### src/rtl/conversor_bcd_pkg.sv
// Shared definitions for the binary-to-BCD display converter:
// FSM encoding, default sizes and the add-3 nibble constants.
package conversor_bcd_pkg;

  typedef enum logic [1:0] {
    IDLE  = 2'd0,
    SHIFT = 2'd1,
    FIM   = 2'd2
  } estado_t;

  localparam int DEFAULT_WIDTH  = 14;
  localparam int DEFAULT_DIGITS = 4;
  localparam int NIBBLE_W       = 4;

  localparam logic [NIBBLE_W-1:0] LIMIAR_AJUSTE = 4'd5;
  localparam logic [NIBBLE_W-1:0] SOMA_AJUSTE   = 4'd3;

endpackage

### src/rtl/ajuste_bcd.sv
// Combinational nibble correction for shift-and-add-3: any nibble >= 5
// gets +3 so that the following left shift carries into the next decade.
module ajuste_bcd
  import conversor_bcd_pkg::*;
(
  input  logic [NIBBLE_W-1:0] entrada,
  output logic [NIBBLE_W-1:0] saida
);

  assign saida = (entrada >= LIMIAR_AJUSTE) ? entrada + SOMA_AJUSTE : entrada;

endmodule

### src/rtl/conversor_bcd.sv
// Sequential binary-to-BCD converter feeding the display scan multiplexer.
// One bit is shifted per clock; results, blank mask and overflow are held until the next conversion.
module conversor_bcd
  import conversor_bcd_pkg::*;
#(
  parameter int WIDTH  = DEFAULT_WIDTH,
  parameter int DIGITS = DEFAULT_DIGITS
) (
  input  logic                       clk,
  input  logic                       reset,
  input  logic [WIDTH-1:0]           valor,
  input  logic                       start,
  output logic                       busy,
  output logic                       done,
  output logic [NIBBLE_W*DIGITS-1:0] digitos,
  output logic [DIGITS-1:0]          apagar,
  output logic                       overflow
);

  localparam int BCDW = NIBBLE_W * DIGITS;
  localparam int CW   = $clog2(WIDTH + 1);
  localparam logic [63:0]     MAXV  = 64'(10 ** DIGITS - 1);
  localparam logic [BCDW-1:0] NOVES = {DIGITS{4'd9}};

  estado_t           state, state_next;
  logic [WIDTH-1:0]  shift;
  logic [BCDW-1:0]   bcd, bcd_adj, resultado;
  logic [CW-1:0]     cnt;
  logic              sat;
  logic [DIGITS-1:0] mascara;
  logic              zeros;
  logic              carregar, deslocar, finalizar;

  always_ff @(posedge clk) begin
    if (reset) state <= IDLE;
    else       state <= state_next;
  end

  always_comb begin
    state_next = state;
    carregar   = 1'b0;
    deslocar   = 1'b0;
    finalizar  = 1'b0;
    case (state)
      IDLE: begin
        if (start) begin
          carregar   = 1'b1;
          state_next = SHIFT;
        end
      end
      SHIFT: begin
        deslocar = 1'b1;
        if (cnt == CW'(1)) state_next = FIM;
      end
      FIM: begin
        finalizar  = 1'b1;
        state_next = IDLE;
      end
      default: state_next = IDLE;
    endcase
  end

  assign busy = (state != IDLE);

  for (genvar g = 0; g < DIGITS; g++) begin : g_ajuste
    ajuste_bcd u_ajuste (
      .entrada(bcd[NIBBLE_W*g +: NIBBLE_W]),
      .saida  (bcd_adj[NIBBLE_W*g +: NIBBLE_W])
    );
  end

  // Out-of-range inputs are replaced by all nines; the flag was latched at capture.
  assign resultado = sat ? NOVES : bcd;

  always_comb begin
    mascara = '0;
    zeros   = 1'b1;
    for (int i = DIGITS - 1; i >= 1; i--) begin
      zeros      = zeros & (resultado[NIBBLE_W*i +: NIBBLE_W] == 4'd0);
      mascara[i] = zeros;
    end
  end

  always_ff @(posedge clk) begin
    if (reset) begin
      shift    <= '0;
      bcd      <= '0;
      cnt      <= '0;
      sat      <= 1'b0;
      done     <= 1'b0;
      digitos  <= '0;
      apagar   <= '0;
      overflow <= 1'b0;
    end else begin
      done <= 1'b0;
      if (carregar) begin
        shift <= valor;
        bcd   <= '0;
        cnt   <= CW'(WIDTH);
        sat   <= (64'(valor) > MAXV);
      end else if (deslocar) begin
        bcd   <= {bcd_adj[BCDW-2:0], shift[WIDTH-1]};
        shift <= shift << 1;
        cnt   <= cnt - CW'(1);
      end else if (finalizar) begin
        digitos  <= resultado;
        apagar   <= mascara;
        overflow <= sat;
        done     <= 1'b1;
      end
    end
  end

endmodule
### config.mk
export PLATFORM = sky130hd
export DESIGN_NAME = conversor_bcd
export DESIGN_NICKNAME = d
export VERILOG_FILES = /design/src/rtl/conversor_bcd_pkg.sv /design/src/rtl/ajuste_bcd.sv /design/src/rtl/conversor_bcd.sv
export SDC_FILE = /design/constraint.sdc
export NUM_CORES = 1
export LEC_CHECK = 0
export BUFFER_PORTS_ARGS = -buffer_cell sky130_fd_sc_hd__buf_4
export CAP_MARGIN = 5
export CORE_MARGIN = 8
export CORE_UTILIZATION = 50
export CTS_BUF_LIST = sky130_fd_sc_hd__clkbuf_8 sky130_fd_sc_hd__clkbuf_16
export DETAILED_ROUTE_END_ITERATION = 6
export GPL_TIMING_DRIVEN = 0
export HOLD_SLACK_MARGIN = 0.08
export PLACE_DENSITY = 0.72
export SYNTH_ARGS = -nofsm -noshare
export SYNTH_HDL_FRONTEND = slang
export SYNTH_SLANG_ARGS = --single-unit
### constraint.sdc
create_clock -name clk -period 4.9 [get_ports clk]
set_clock_uncertainty 0.15 [all_clocks]
set_input_delay 0.49 -clock clk [delete_from_list [all_inputs] [get_ports clk]]
set_output_delay 0.49 -clock clk [all_outputs]
set_load 0.05 [all_outputs]
==> summary.txt <==
Timing
  • Max frequency: between 500 and 600 MHz
  • RSZ-0062 raised after global routing: false
  • Tcrit/Tclk final: 40.1%
  • Final min period: roughly 2000 ps
  • Fin. Hold Viols: 0
  • Setup_tns: 0 ps
  • Final Slew Violations: 0
  • Worst-Margin Slew: between 500 and 600 ps
  • Final worst slack: 2940 ps
  • Rel. slew slack: a little over three fifths
  • Final setup vio count: 0

Drt
  • Drt wl/cell: ~15 um
  • DR iter-0 viols: about 150
  • Highest Signal Layer: met4
  • Final ANT Viol Nets: 0
  • Drt drc: 0
  • Drt total wl: 6640 um
  • Via-to-Cell Ratio: around 5.5
  • M1 WL: 3070 um
  • Met3 wire len: approximately 430 um
  • Drt pass-1 iters: 4
  • Via Count: about 2,400
  • Detailed route wirelength on metal2: ~3000 um

Synthesis
  • Async SR Flop Fraction: 0%
  • Top FF cell, synth: dfxtp_1
  • EDFF count, synth: 0
  • Syn_nets: 339
  • Ranking of synthesized cells by area: dfxtp_1, a21oi_1, ha_1
  • Synth area leader: dfxtp_1
  • YS warnings: 0
  • FF+latch count, synth: 58
  • Synth top area share: 44.8%
  • Mapped Area: between 0.002 and 0.003 mm2
  • Synthesized instance count: 312
  • Post-synthesis cell type count: 37
  • Sequential share of the synthesized area: 44.8%
  • Post-synthesis average cell area: just over 8 um2

Power
  • Worst VDD drop: approximately 0.22 mV
  • Leak: ~1.2 nW
  • Power density cells: 328 mW/mm2

Worst hold path
  • Worst hold-check path type: in -> reg

Setup path
  • Worst EP required: roughly 5000 ps
  • Setup crit end kind: flip-flop
  • Most frequent CP cell: clkbuf_1
  • CP max stage cell: clkbuf_1
  • Critical Path AT: ~2100 ps
  • Critical path type: reg -> reg
  • Crit path max fanout: 10
  • CP peak stage delay: ~500 ps
  • CP Cell Sequence: nor2b_1, clkbuf_1, clkbuf_1, nand3_1, a21oi_1
  • CP startpoint kind: flip-flop

Clock network
  • Num CTS Buffers: 9
  • Clk_lat worst skew: around 340 ps
  • Max clock buf depth: 2
  • Post-cts resize count: 0
  • Clock Sinks: 58
  • CTS H-tree depth: 3
  • CTS tree: yes
  • Worst-path clk slew: about 60 ps
  • Clock root cell: clkbuf_8
  • Hold_buf cts: 0
  • Number of post-CTS setup repair buffers: 0

Floorplanning
  • Die Span Y: 88.0 um
  • Num ports: 40
  • Initial Utilization: 51.4%
  • Die width: 88.0 um
  • Core footprint: 0.00504 mm2
  • Site row count: 26
  • DIE AREA: 0.00775 mm2

Placed design
  • Detail Placement HPWL: about 4700 um
  • Pre-CTS setup slack: roughly 2800 ps
  • IO Port Bufs: 38
  • Placer Congestion: around 0.9

Job
  • Max-Cap Viols: 0

Global routing
  • Vias in the first global route: roughly 2,400
  • GRT Overall Usage: between 15 and 20%
  • Largest net degree at the start of global routing: 11
  • First-pass GRT wire length: between 10,000 and 15,000 um
  • Antenna violations before repair: 0
  • GR Overflow Total: 0

Layout
  • Antenna Cells: 0
  • Layout cells sized above 1: 16.4%
  • Synthesis-to-finish area growth: 21.7%
  • Fin nets: 388
  • Commonest non-fill, non-tap cells in the layout: dfxtp_1, a21oi_1, buf_4, nand2_1, nor2_1
  • Most common cell after layout, fill and taps aside: dfxtp_1

Status
  • Outcome: finished clean
-- per-layer routing --
| layer | track usage (%) | vias up |
|---|---|---|
| li1 | - | 1201 |
| met1 | 21.4 | 1083 |
| met2 | 29.1 | 75 |
| met3 | 6.10 | 13 |
| met4 | 10.1 | 0 |
| met5 | 0 | - |
-- path summary, 6_finish.rpt --
| path | to | slack, ps | cells past startpoint | startpoint |
|---|---|---|---|---|
| worst max-delay path | bcd[7] | 2940 | 5 | state[0] |
| worst min-delay path | shift[0] | 250 | 3 | valor[0] |
| worst max register to register | bcd[7] | 2940 | 5 | state[0] |
| worst min register to register | digitos[9] | 300 | 2 | digitos[9] |
-- area by class of cell --
type	count	area (um2)
Multi-Input combinational cell	216	1270
Fill cell	483	1890
Buffer	26	113
Timing Repair Buffer	38	285
Inverter	12	45.0
Clock buffer	13	179
Sequential cell	58	1160
Tap cell	70	87.6
Clock inverter	2	10.0
-- sequential cells by signal, summed over array words and instances (netlist names) --
| register | cells |
|---|---|
| apagar | 3 |
| cnt | 4 |
| shift | 14 |
| done | 1 |
| digitos | 16 |
| sat | 1 |
| overflow | 1 |
| bcd | 16 |
| state | 2 |
-- kinds of logic (layout without fill, tap and decap cells) --
group | count (synthesis) | after routing | synth area share (%)
xor+xnor | 2 | 2 | 0.675
simple gates | 109 | 109 | 20.1
flops | 58 | 58 | 44.8
other cells | 1 | 1 | 0.145
compound gates | 90 | 90 | 21.9
fa+ha+maj | 10 | 10 | 4.82
mux | 4 | 4 | 1.54
buf+inv | 38 | 91 | 6.08
-- report_power, final --
| group | total, mW | switching [mW] | internal [mW] |
|---|---|---|---|
| clock | 0.417 | 0.183 | 0.234 |
| combinational | 0.117 | 0.0752 | 0.0419 |
| sequential | 0.499 | 0.0109 | 0.488 |
-- synthesized netlist by cell type (all sizes together), types with 4 or more instances --
cell / instances
o21ai: 10
a2111oi: 4
clkbuf: 20
a211oi: 7
ha: 10
nand3: 9
dfxtp: 58
nor2: 29
nor3b: 5
buf: 6
nand2b: 6
inv: 12
nand2: 31
nor3: 12
mux2i: 4
a21oi: 42
a22oi: 13
and3: 4
-- through the flow --
stage               util, %  hold slack [ps]  total power, mW  instances  area [um2]
global route           62.6              257             1.08        435        3160
floorplan                 -              282            0.586        312        2590
detailed placement     58.8              295            0.625        420        2970
CTS                    62.6              246             1.04        435        3160
finish                 62.6              254             1.03        435        3160
global placement       58.8              292            0.622        420        2970
-- critical path, delay by kind of cell, from the launching register on --
kind,cells,cell delay (ps)
compound gates,1,160
buf+inv,2,860
simple gates,2,310
flops,1,400
Power figures use the tool's default switching activity.
